### config.mk
export PLATFORM = sky130hd
export DESIGN_NAME = product_accumulator_flat
export DESIGN_NICKNAME = d
export VERILOG_FILES = /design/src/rtl/product_accumulator_if.sv /design/src/rtl/product_accumulator.sv /design/src/flat_wrapper.sv
export SDC_FILE = /design/constraint.sdc
export NUM_CORES = 1
export LEC_CHECK = 0
export ABC_CLOCK_PERIOD_IN_PS = 7000
export CAP_MARGIN = 0
export CELL_PAD_IN_SITES_DETAIL_PLACEMENT = 1
export CELL_PAD_IN_SITES_GLOBAL_PLACEMENT = 1
export CORE_MARGIN = 3
export CORE_UTILIZATION = 30
export DETAILED_ROUTE_END_ITERATION = 8
export PLACE_DENSITY_LB_ADDON = 0.1
export SYNTH_ARGS = -nofsm -noshare
export SYNTH_HDL_FRONTEND = slang
export SYNTH_SLANG_ARGS = --single-unit
### constraint.sdc
create_clock -name clk -period 7 [get_ports clk]
set_input_delay 0.7 -clock clk [delete_from_list [all_inputs] [get_ports clk]]
set_output_delay 0.7 -clock clk [all_outputs]
set_load 0.01 [all_outputs]
### src/rtl/product_accumulator_if.sv
// Handshake bundle between a product source, the accumulator and the result sink.
interface product_accumulator_if #(
  parameter int PROD_W = 64,
  parameter int ACC_W  = 64,
  parameter int CNT_W  = 16
);
  logic              in_valid;
  logic              in_ready;
  logic [PROD_W-1:0] product;
  logic              in_last;
  logic              clear;
  logic              out_valid;
  logic              out_ready;
  logic [ACC_W-1:0]  acc_out;
  logic [CNT_W-1:0]  out_count;
  logic              out_overflow;

  modport master (
    output in_valid, product, in_last, clear, out_ready,
    input  in_ready, out_valid, acc_out, out_count, out_overflow
  );

  modport slave (
    input  in_valid, product, in_last, clear, out_ready,
    output in_ready, out_valid, acc_out, out_count, out_overflow
  );
endinterface

### src/rtl/product_accumulator.sv
// Saturating multiply-accumulate back end: sums signed products per in_last-delimited
// group and presents one registered result beat per group.
//
// state | meaning
// ACCUM | accepting product terms into the running sum
// HOLD  | final group result presented, waiting for out_ready
module product_accumulator #(
  parameter int PROD_W = 64,
  parameter int ACC_W  = 64,
  parameter int CNT_W  = 16
) (
  input logic                 clk,
  input logic                 rst,
  product_accumulator_if.slave bus
);

  typedef enum logic {
    ACCUM = 1'b0,
    HOLD  = 1'b1
  } state_t;

  localparam logic signed [ACC_W-1:0] ACC_MAX = {1'b0, {(ACC_W-1){1'b1}}};
  localparam logic signed [ACC_W-1:0] ACC_MIN = {1'b1, {(ACC_W-1){1'b0}}};

  state_t                    state, state_next;
  logic signed [ACC_W-1:0]   acc, acc_next;
  logic [CNT_W-1:0]          count, count_next;
  logic                      ovf, ovf_next;

  logic signed [PROD_W-1:0]  prod_s;
  logic signed [ACC_W:0]     sum_wide;
  logic signed [ACC_W-1:0]   sum_sat;
  logic                      sat_hit;
  logic                      in_ready;
  logic                      accept;

  assign prod_s   = bus.product;
  // Ready depends only on state, clear and rst so a source can never combinationally loop.
  assign in_ready = (state == ACCUM) && !rst && !bus.clear;
  assign accept   = bus.in_valid && in_ready;

  // One-bit-wider sum; disagreeing top two bits mean the ACC_W range was exceeded.
  always_comb begin
    sum_wide = (ACC_W+1)'(acc) + (ACC_W+1)'(prod_s);
    sum_sat  = sum_wide[ACC_W-1:0];
    sat_hit  = 1'b0;
    case ({sum_wide[ACC_W], sum_wide[ACC_W-1]})
      2'b01: begin
        sum_sat = ACC_MAX;
        sat_hit = 1'b1;
      end
      2'b10: begin
        sum_sat = ACC_MIN;
        sat_hit = 1'b1;
      end
      default: ;
    endcase
  end

  // Next-state and next-register values.
  always_comb begin
    state_next = state;
    acc_next   = acc;
    count_next = count;
    ovf_next   = ovf;
    case (state)
      ACCUM: begin
        if (bus.clear) begin
          acc_next   = '0;
          count_next = '0;
          ovf_next   = 1'b0;
        end else if (accept) begin
          acc_next   = sum_sat;
          count_next = (&count) ? count : count + CNT_W'(1);
          ovf_next   = ovf | sat_hit;
          if (bus.in_last) state_next = HOLD;
        end
      end
      HOLD: begin
        // clear is ignored here so a pending result is never lost.
        if (bus.out_ready) begin
          acc_next   = '0;
          count_next = '0;
          ovf_next   = 1'b0;
          state_next = ACCUM;
        end
      end
      default: state_next = ACCUM;
    endcase
  end

  // State and accumulator registers with synchronous reset.
  always_ff @(posedge clk) begin
    if (rst) begin
      state <= ACCUM;
      acc   <= '0;
      count <= '0;
      ovf   <= 1'b0;
    end else begin
      state <= state_next;
      acc   <= acc_next;
      count <= count_next;
      ovf   <= ovf_next;
    end
  end

  assign bus.in_ready     = in_ready;
  assign bus.out_valid    = (state == HOLD);
  assign bus.acc_out      = acc;
  assign bus.out_count    = count;
  assign bus.out_overflow = ovf;

endmodule

### src/flat_wrapper.sv
// flat-port wrapper written by rule: the top's interface ports become plain ports
module product_accumulator_flat 
#(
  parameter int PROD_W = 64,
  parameter int ACC_W  = 64,
  parameter int CNT_W  = 16
)
  (clk, rst, bus_in_valid, bus_product, bus_in_last, bus_clear, bus_out_ready, bus_in_ready, bus_out_valid, bus_acc_out, bus_out_count, bus_out_overflow);
  product_accumulator_if #(.PROD_W(PROD_W), .ACC_W(ACC_W), .CNT_W(CNT_W)) bus_i ();
  input logic clk;
  input logic rst;
  input wire logic [$bits(bus_i.in_valid)-1:0] bus_in_valid;
  input wire logic [$bits(bus_i.product)-1:0] bus_product;
  input wire logic [$bits(bus_i.in_last)-1:0] bus_in_last;
  input wire logic [$bits(bus_i.clear)-1:0] bus_clear;
  input wire logic [$bits(bus_i.out_ready)-1:0] bus_out_ready;
  output wire logic [$bits(bus_i.in_ready)-1:0] bus_in_ready;
  output wire logic [$bits(bus_i.out_valid)-1:0] bus_out_valid;
  output wire logic [$bits(bus_i.acc_out)-1:0] bus_acc_out;
  output wire logic [$bits(bus_i.out_count)-1:0] bus_out_count;
  output wire logic [$bits(bus_i.out_overflow)-1:0] bus_out_overflow;
  assign bus_i.in_valid = bus_in_valid;
  assign bus_i.product = bus_product;
  assign bus_i.in_last = bus_in_last;
  assign bus_i.clear = bus_clear;
  assign bus_i.out_ready = bus_out_ready;
  assign bus_in_ready = bus_i.in_ready;
  assign bus_out_valid = bus_i.out_valid;
  assign bus_acc_out = bus_i.acc_out;
  assign bus_out_count = bus_i.out_count;
  assign bus_out_overflow = bus_i.out_overflow;
  product_accumulator #(.PROD_W(PROD_W), .ACC_W(ACC_W), .CNT_W(CNT_W)) u_core (.clk(clk), .rst(rst), .bus(bus_i));
endmodule
==> impl_metrics.ini <==
[floorplanning]
die_h_um = 157
row_count = 54
die_area_mm2 = 0.0248
io_pins = 153
fp.dieW_um = 157
core_region_area_mm2 = 0.0222
start_util = 0.310

[synthesis]
synthTopCellsByCount = 152 x a21oi_1, 105 x nand2_1, 82 x dfxtp_1
syn_avg_cell_area_um2 = 7.44
yosysTopAreaCellShare = 0.239
synthArstFlopShare = 0
syn_area_mm2 = 0.00688
ys.flop_type = dfxtp_1
postSynthCellCount = 924
synth_edf_count = 0
synth_most_common_cell = a21oi_1
yosysTopAreaCell = dfxtp_1
yosys_warnings = 0
ys_seq_area_frac = 0.239
syn_nets = 1062
netlist_top_cells_area = dfxtp_1 24%, ha_1 12%, a21oi_1 11%
ys_seq_elements = 82
synth_cell_types = 72

[timing]
finalCritPeriodShare = 0.740
setup_slack_ps = 1820
fin_tns_setup_ps = 0
rsz0062_at_grt = no
max_slew.worst_pin.slew_ps = 712
setup_violations = 0
skew_ps = 6.94
finalMaxSlewViolations = 0
fmax_mhz = 193
finalHoldViolCount = 0
max_slew_margin = 0.525
finalWorstPathRequiredPeriod_ps = 5180

[cts]
h-tree-depth = 3
clock_sinks = 82
post-cts-setup-buffer-count = 0
clockRootBuffer = clkbuf_16
clk_pin_slew_worst_paths_ps = 70
cts_resized = 0
cts_tree = done
hold_buffers = 0
clk_latency_ps = 360
cts_made_buffers = 9
clk_path_buf_depth = 2

[finish]
fillers = 2704
fin_nets = 1183
diodes = 0
drive_gt1_frac = 0.0400
utilization = 0.402
syn_to_final_growth_pct = 29.5
fin_area_mm2 = 0.00890

[route]
finalWirelength_um = 24800
drcViolationCount = 0
via_per_inst = 5.40
dr.pass1.iters = 4
wire_per_inst_um = 18.7
antenna_left = 0
drtIter0Drc = 295
vias = 7183

[worst_setup_path]
cp.required_ps = 7210
arrival_ps = 5390
cp_top_family = compound AO/OA/AOI/OAI gates
cpMostUsedCell = a21oi_1
crit_chain = clkdlybuf4s50_1 -> ha_1 -> fa_1 -> a211oi_2 -> o211ai_1 -> a2111oi_4 -> or3_1 -> o2111a_1 -> nor2_1 -> a211o_1 -> a21o_1 -> nand2_1 -> a21oi_1 -> ha_1 -> o21ai_2 -> buf_4 -> nor2_1 -> a21oi_1 -> a21oi_1
cp-end-kind = flip-flop
startpoint_type = input port
cp_slowest_cell = a2111oi_4
worstPathMaxFanout = 39
worstSetupPathType = in2reg
critical_path.max_stage_delay_ps = 500
worstPathBufferInverterCount = 2

[worst_hold_path]
hold_path.class = reg2reg

[run]
maxCapViolCount = 0

[global_route]
grt_pass1_wl_um = 39300
grt_overflow = 0
grt_start_max_net_pins = 55
grt_use_total = 0.196
antenna_found_initial = 0
grt_pass1_vias = 7330

[place]
hpwl_um = 18500
dpl-instance-area_mm2 = 0.00862
numPortBuffers = 152
gp_congestion = 0.800
pre_cts_slack_ps = 1440

[power_and_ir_drop]
power_density_mw_per_mm2 = 174
peakVddDrop_mv = 0.116
finalPower_uw = 1550
power.leakage_uw = 0.00361

[status]
status = finished clean
[per-layer routing]
layer  vias to the layer above  track usage  wire, um
met5                         -            0         0
met3                        14       0.0294       768
met4                         0       0.0438       258
met2                       115        0.334     11700
li1                       3625            -         -
met1                      3429        0.263     12100
[cells in the final DEF (no fill, tap or decap), types with 11 or more instances in the layout]
master and n:
a21oi_1 152, clkdlybuf4s50_1 151, nand2_1 105, dfxtp_1 82, nor2_1 67, ha_1 67
o21ai_0 60, a21o_1 38, xnor2_1 37, nand4_1 26, nand3_1 24, inv_1 20
xor2_1 17, and3_1 14, nor3_1 12, or3_1 12, o21ai_1 11
[cell families (layout without fill, tap and decap cells)]
family,after synthesis,in the layout,synth area share
buffers and inverters,70,196,0.0395
DFF,82,82,0.239
AOI/OAI and AO/OA,342,342,0.309
and+or+nand+nor,305,305,0.214
adders and majority gates,68,68,0.125
xor gates and xnor gates,54,54,0.0688
muxes,3,3,0.00455
[path summary, 6_finish.rpt]
| check | depth (start not counted) | to | slack, ps | from |
|---|---|---|---|---|
| worst max-delay path | 19 | u_core.bus.acc_out[37] | 1820 | bus_product[0] |
| worst min-delay path | 2 | u_core.bus.acc_out[28] | 480 | u_core.bus.acc_out[28] |
| worst max register to register | 18 | u_core.bus.acc_out[37] | 2240 | u_core.bus.acc_out[0] |
| worst min register to register | 2 | u_core.bus.acc_out[28] | 480 | u_core.bus.acc_out[28] |
[worst reg2reg max path, cell delays in order (launching register included)]
cell	delay, ps
dfxtp_1	330
ha_1	240
fa_1	440
a211oi_2	240
o211ai_1	220
a2111oi_4	510
or3_1	210
o2111a_1	230
nor2_1	90
a211o_1	290
a21o_1	180
nand2_1	70
a21oi_1	80
ha_1	380
o21ai_2	140
buf_4	430
nor2_1	280
a21oi_1	170
a21oi_1	80
[flip-flops by register name (all words and copies together), names as in the netlist]
| register | cells |
|---|---|
| u_core.bus.acc_out | 64 |
| u_core.bus.out_count | 16 |
| u_core.bus.out_overflow | 1 |
| u_core.bus.out_valid | 1 |
[report_power, final]
part / internal (uW) / switching (uW) / total, uW
Clock: 255 / 234 / 489
Combinational: 227 / 320 / 547
Sequential: 491 / 24.5 / 516
[area by class of cell]
type / instances / area (um2) / area share
clock buffers: 10 / 239 / 0.0268
flip-flops and latches: 82 / 1640 / 0.184
well taps: 280 / 350 / 0.0393
multi-input cells: 772 / 4980 / 0.559
clock inverters: 6 / 47.5 / 0.00534
inverters: 21 / 78.8 / 0.00885
repair buffers: 159 / 1570 / 0.176
[per-stage QoR]
stage	std cells	hold WS, ps
2_1_floorplan	924	492
5_1_grt	1330	514
6_report	1330	478
3_3_place_gp	1314	456
3_5_place_dp	1314	464
4_1_cts	1330	482
Note: power is estimated with default switching activity, not from simulation.
